--- src/rtl/gcd_host_pkg.sv ---
// Shared types and sizing helpers for the GCD host-side initiator.
package gcd_host_pkg;

  // Transaction sequencer states: wait for a command, present operands, await the result.
  typedef enum logic [1:0] {
    IDLE  = 2'd0,
    ISSUE = 2'd1,
    WAIT  = 2'd2
  } state_t;

  // Default queue depth and the matching pointer width.
  localparam int unsigned GCD_DEPTH = 4;
  localparam int unsigned PTR_W     = $clog2(GCD_DEPTH);

  // Pointer width for an arbitrary depth, never narrower than one bit.
  function automatic int unsigned ptr_width(input int unsigned depth);
    return (depth > 1) ? $clog2(depth) : 1;
  endfunction

endpackage

--- src/rtl/gcd_fifo.sv ---
// Small synchronous FIFO with a registered head and full/empty flags.
// The producer may push only while !full; the consumer may pop only while !empty.
// The head reads as zero while the FIFO is empty.
module gcd_fifo
  import gcd_host_pkg::*;
#(
  parameter int unsigned W     = 8,
  parameter int unsigned DEPTH = GCD_DEPTH
) (
  input  logic         clk,
  input  logic         rst_n,
  input  logic         push_val,
  input  logic [W-1:0] push_data,
  input  logic         pop_rdy,
  output logic [W-1:0] pop_data,
  output logic         full,
  output logic         empty
);

  localparam int unsigned AW = ptr_width(DEPTH);

  logic [W-1:0]  mem_q [DEPTH];
  logic [AW-1:0] wr_ptr_q, rd_ptr_q;
  logic [AW:0]   count_q, count_d;
  logic          push_fire, pop_fire;

  assign full      = (count_q == (AW+1)'(DEPTH));
  assign empty     = (count_q == '0);
  // A full FIFO refuses the push even when a pop happens in the same cycle.
  assign push_fire = push_val & ~full;
  assign pop_fire  = pop_rdy & ~empty;
  assign pop_data  = empty ? '0 : mem_q[rd_ptr_q];

  // Occupancy follows the push/pop combination of this cycle.
  always_comb begin
    count_d = count_q;
    unique case ({push_fire, pop_fire})
      2'b10:   count_d = count_q + (AW+1)'(1);
      2'b01:   count_d = count_q - (AW+1)'(1);
      default: count_d = count_q;
    endcase
  end

  // Storage write port; contents need no reset since the flags qualify them.
  always_ff @(posedge clk) begin
    if (push_fire) mem_q[wr_ptr_q] <= push_data;
  end

  // Pointer and occupancy registers; power-of-two depth lets pointers wrap naturally.
  always_ff @(posedge clk or negedge rst_n) begin
    if (!rst_n) begin
      wr_ptr_q <= '0;
      rd_ptr_q <= '0;
      count_q  <= '0;
    end else begin
      if (push_fire) wr_ptr_q <= wr_ptr_q + AW'(1);
      if (pop_fire)  rd_ptr_q <= rd_ptr_q + AW'(1);
      count_q <= count_d;
    end
  end

endmodule

--- src/rtl/gcd_host_if.sv ---
// Host-side initiator for the GCD val/rdy operand/result protocol.
// Commands are queued, issued one at a time, and results are queued for the host.
// Only one transaction is ever outstanding, so responses keep command order.
module gcd_host_if
  import gcd_host_pkg::*;
#(
  parameter int unsigned WL    = 8,
  parameter int unsigned DEPTH = GCD_DEPTH
) (
  input  logic          clk,
  input  logic          rst_b,
  input  logic [WL-1:0] cmd_a,
  input  logic [WL-1:0] cmd_b,
  input  logic          cmd_val,
  output logic          cmd_rdy,
  output logic [WL-1:0] op_a,
  output logic [WL-1:0] op_b,
  output logic          ops_val,
  input  logic          ops_rdy,
  input  logic [WL-1:0] res,
  input  logic          res_val,
  output logic          res_rdy,
  output logic [WL-1:0] rsp_data,
  output logic          rsp_val,
  input  logic          rsp_rdy,
  output logic          busy,
  output logic [7:0]    done_count
);

  state_t          state_q, state_d;
  logic [7:0]      done_count_q, done_count_d;
  logic [2*WL-1:0] cmd_head;
  logic            cmd_full, cmd_empty;
  logic            rsp_full, rsp_empty;
  logic            ops_fire, res_fire;

  // Operand pairs waiting to be issued; {a, b} packed in one entry.
  gcd_fifo #(.W(2*WL), .DEPTH(DEPTH)) u_cmd_q (
    .clk       (clk),
    .rst_n     (rst_b),
    .push_val  (cmd_val),
    .push_data ({cmd_a, cmd_b}),
    .pop_rdy   (ops_fire),
    .pop_data  (cmd_head),
    .full      (cmd_full),
    .empty     (cmd_empty)
  );

  // Results waiting for the host.
  gcd_fifo #(.W(WL), .DEPTH(DEPTH)) u_rsp_q (
    .clk       (clk),
    .rst_n     (rst_b),
    .push_val  (res_fire),
    .push_data (res),
    .pop_rdy   (rsp_rdy),
    .pop_data  (rsp_data),
    .full      (rsp_full),
    .empty     (rsp_empty)
  );

  // The queue head is registered storage, so operands stay stable until popped.
  assign op_a       = cmd_head[2*WL-1:WL];
  assign op_b       = cmd_head[WL-1:0];
  // Gating with rst_b keeps the host from pushing while reset is held.
  assign cmd_rdy    = rst_b & ~cmd_full;
  assign ops_val    = (state_q == ISSUE);
  assign res_rdy    = (state_q == WAIT) & ~rsp_full;
  assign rsp_val    = ~rsp_empty;
  assign ops_fire   = ops_val & ops_rdy;
  assign res_fire   = res_val & res_rdy;
  assign busy       = (state_q != IDLE) | ~cmd_empty;
  assign done_count = done_count_q;

  // Next-state logic for the single-outstanding transaction sequencer.
  always_comb begin
    state_d      = state_q;
    done_count_d = done_count_q;
    unique case (state_q)
      IDLE:  if (!cmd_empty) state_d = ISSUE;
      ISSUE: if (ops_fire)   state_d = WAIT;
      WAIT: begin
        if (res_fire) begin
          state_d      = IDLE;
          done_count_d = done_count_q + 8'd1;
        end
      end
      default: state_d = IDLE;
    endcase
  end

  // Sequencer state and completed-result counter.
  always_ff @(posedge clk or negedge rst_b) begin
    if (!rst_b) begin
      state_q      <= IDLE;
      done_count_q <= '0;
    end else begin
      state_q      <= state_d;
      done_count_q <= done_count_d;
    end
  end

endmodule
--- config.mk ---
export PLATFORM = sky130hd
export DESIGN_NAME = gcd_host_if
export DESIGN_NICKNAME = d
export VERILOG_FILES = /design/src/rtl/gcd_host_pkg.sv /design/src/rtl/gcd_fifo.sv /design/src/rtl/gcd_host_if.sv
export SDC_FILE = /design/constraint.sdc
export NUM_CORES = 1
export LEC_CHECK = 0
export ABC_CLOCK_PERIOD_IN_PS = 2700
export CORE_MARGIN = 1.5
export CORE_UTILIZATION = 35
export CTS_CLUSTER_DIAMETER = 150
export DETAILED_ROUTE_END_ITERATION = 8
export DONT_BUFFER_PORTS = 1
export PLACE_DENSITY = 0.5
export SYNTH_ARGS = -nofsm -noshare
export SYNTH_HDL_FRONTEND = slang
export SYNTH_SLANG_ARGS = --single-unit
--- constraint.sdc ---
create_clock -name clk -period 2.7 [get_ports clk]
set_clock_uncertainty 0.05 [all_clocks]
set_input_delay 0.27 -clock clk [delete_from_list [all_inputs] [get_ports clk]]
set_output_delay 0.27 -clock clk [all_outputs]
set_load 0.03 [all_outputs]
==> results of run 1 <==
cells in the final DEF (no fill, tap or decap), types with 5 or more instances in the layout:
cell	n
nor2b_1	16
xnor2_1	5
edfxtp_1	96
xor2_1	14
inv_1	12
dlygate4sd3_1	27
clkbuf_16	17
buf_4	24
mux4_1	8
dfrtp_1	24
ha_1	11
mux4_2	16
nor2_1	5
and2_1	17
layer usage:
metal	vias to the layer above	track usage	part of all wire
li1	1152	-	-
met1	1248	0.151	0.43
met2	62	0.220	0.50
met3	13	0.0553	0.056
met4	0	0.0610	0.016
met5	-	0	0
flip-flops by register name, summed over array words and instances, names as in the netlist:
signal            cells
u_rsp_q.mem_q        32
u_cmd_q.rd_ptr_q      2
u_rsp_q.wr_ptr_q      2
state_q               2
u_rsp_q.rd_ptr_q      2
u_cmd_q.wr_ptr_q      2
u_rsp_q.count_q       3
u_cmd_q.count_q       3
done_count            8
u_cmd_q.mem_q        64
metrics by stage:
stage / hold WS, ps / utilization / setup slack (ps) / instance area (um^2) / power [mW]
5_1_grt: 52.9 / 0.446 / 246 / 6220 / 7.89
2_1_floorplan: -75.6 / - / 654 / 5000 / 4.61
6_report: 40.2 / 0.446 / 376 / 6220 / 7.46
4_1_cts: 24.5 / 0.446 / 284 / 6220 / 7.61
3_5_place_dp: -75.0 / 0.383 / 479 / 5340 / 5.26
3_3_place_gp: -75.0 / 0.383 / 528 / 5340 / 5.23
layout make-up:
class                           count  area, um^2
Multi-Input combinational cell    127        1410
Clock inverter                     11         155
Sequential cell                   120        3480
Tap cell                          180         225
Fill cell                        1233        7710
Clock buffer                       20         437
Timing Repair Buffer               52         470
Inverter                           12        45.0
logic make-up (layout without fill, tap and decap cells):
logic type,count (synthesis),count (layout),share of synthesized area
adder cells (fa/ha/maj),13,13,0.0355
buffers and inverters,21,95,0.0223
XOR/XNOR,19,19,0.0333
multiplexers,29,29,0.125
AO/OA/AOI/OAI,4,4,0.00651
flip-flops,120,120,0.697
AND/OR/NAND/NOR,62,62,0.0808
synthesized netlist by cell type, drive strengths merged (3+ instances only):
cell type  number
nor3            4
nand2           3
xor2           14
edfxtp         96
inv            12
nor2b          16
nand3           3
ha             11
nor2            6
buf             7
nor4            3
xnor2           5
dfrtp          24
mux2            3
and2           17
mux4           24
worst paths after layout:
| check | endpoint | cells after the start |
|---|---|---|
| max | op_b[4] | 4 |
| min | state_q[1]$_DFFE_PN0P_ | 2 |
| max in group asynchronous | u_cmd_q.wr_ptr_q[1]$_DFFE_PN0P_ | 2 |
| max reg2reg | u_rsp_q.count_q[2]$_DFFE_PN0P_ | 9 |
| min in group asynchronous | done_count[7]$_DFFE_PN0P_ | 2 |
| min reg2reg | u_rsp_q.count_q[2]$_DFFE_PN0P_ | 1 |
repair_timing:
item / 4_1_cts / 5_1_grt
gates resized for setup: 0 / 0
hold endpoints to repair: 122 / 0
hold buffers: 28 / 0
power breakdown:
group          switching (mW)  total (mW)  internal, mW
Sequential              0.372        2.78          2.40
Clock                   0.738        2.26          1.52
Combinational            1.39        2.42          1.03
Total                    2.50        7.46          4.95
==> out/qor.csv, run 1 <==
stage,metric,value,unit
floorplan,chip height,123,um
floorplan,Core Area,13900,um^2
worst_setup_path,largest delay contributor family on the critical path,multiplexers,
synth,number of synthesized flops with an enable pin,96,
worst_setup_path,most frequent cell on the critical path,buf_4,
synth,synth warn,0,
power,total power divided by cell area,1200,nW/um^2
worst_setup_path,crit path cell chain,buf_4 > mux4_1 > nor2b_1 > buf_4,
routing,vias per inst,4.74,
synth,async set-reset flop share out of synthesis,0.200,
hold_path,worst min-delay path class,in -> reg,
synth,Area contributors post-synth,"edfxtp_1, dfrtp_1, mux4_2",
synth,average cell area after synthesis,18.7,um^2
flow_run,Max-cap violations,0,
sta,final hold violation count,0,
routing,antenna-violating nets left,0,
grt,first-pass GRT wire length,14200,um
placed_design,routability cong.,0.675,
final_layout,Post-Layout Cell Count,522,
sta,crit share post-route,0.861,
placed_design,Post-Place Cells,463,
floorplan,Die W,123,um
sta,Fmax,430,MHz
synth,Synth Flop Type,edfxtp_1,
cts,Bufs on Longest Clock Path,2,
sta,post-route minimum period,2320,ps
worst_setup_path,Worst Setup End Kind,output port,
routing,Post-Route WL,8930,um
sta,setup violators final,0,
synth,cell taking the most area after synthesis,edfxtp_1,
synth,Mapped Nets,311,
grt,grt ovf,0,
floorplan,num rows,43,
placed_design,PortBufs,0,
sta,Setup TNS Final,0,ps
cts,Setup Buffers After CTS,0,
routing,average wire per cell in the routed design,17.1,um
worst_setup_path,Reg2Reg Launch Point,u_rsp_q.count_q[0]$_DFFE_PN0P_,
routing,First-pass DRT Iterations,4,
synth,Unique masters post-synth,39,
routing,via count,2475,
worst_setup_path,Setup crit start,u_cmd_q.rd_ptr_q[0]$_DFFE_PN0P_,
routing,DRC marker count from the first detailed-route iteration,126,
worst_setup_path,CP bufs+invs,2,
cts,CTS buffer count,17,
grt,vias in the first global route,2704,
worst_setup_path,Worst EP required,2380,ps
worst_setup_path,CP arrival,2000,ps
worst_setup_path,CP max FO,18,
cts,htree depth,4,
routing,detailed-route DRC error count,0,
sta,unrepaired setup endpoints after global routing,no,
final_layout,share of layout cells above drive strength 1,0.216,
sta,Slew HR,0.574,
final_layout,number of diodes,0,
worst_setup_path,Setup CP Type,reg -> out,
sta,fin. max-slew vios,0,
floorplan,Initial Utilization,0.359,
cts,clk_lat worst skew,410,ps
final_layout,Area Overhead vs Synth,24.4,%
power,VDD IR-drop max,0.504,mV
cts,CTS sink cnt,120,
synth,Synth Instances,268,
power,Leak Pwr,2.31,nW
placed_design,detailed placement HPWL,5590,um
synth,sequential area share after synthesis,0.697,
grt,initial antenna violation count,0,
synth,Post-Syn Area,5000,um^2
synth,post-synth top area share,0.577,
grt,pin count of the biggest net entering global routing,25,
final_layout,final net count,373,
worst_setup_path,CP Launch Type,flop,
hold_path,min-delay src,ops_rdy,
cts,"Reg clk slew, reported paths",50,ps
cts,CTS tree,done,
synth,post-synthesis register bit count,120,
worst_setup_path,Worst path max stage delay,620,ps
sta,Worst Tran Pin Value,637,ps
floorplan,Top Ports,67,
grt,All-Layer GR Usage,0.133,
status,status,finished clean,
cts,clk root buf,clkbuf_16,
worst_setup_path,worst reg2reg setup slack,500,ps
worst_setup_path,crit path max-delay cell type,mux4_1,
floorplan,die area,15000,um^2
No activity file was read; power rests on OpenSTA's default activity.
==> run 2, diff against run 1 <==
--- a/config.mk
+++ b/config.mk
@@ -8,7 +8,7 @@
 export ABC_CLOCK_PERIOD_IN_PS = 2700
 export CORE_MARGIN = 1.5
 export CORE_UTILIZATION = 35
-export CTS_CLUSTER_DIAMETER = 150
+export CTS_CLUSTER_DIAMETER = 50
 export DETAILED_ROUTE_END_ITERATION = 8
 export DONT_BUFFER_PORTS = 1
 export PLACE_DENSITY = 0.5
==> results of run 2 <==
No change in the layout: final DEF, timing and power equal those of run 1.
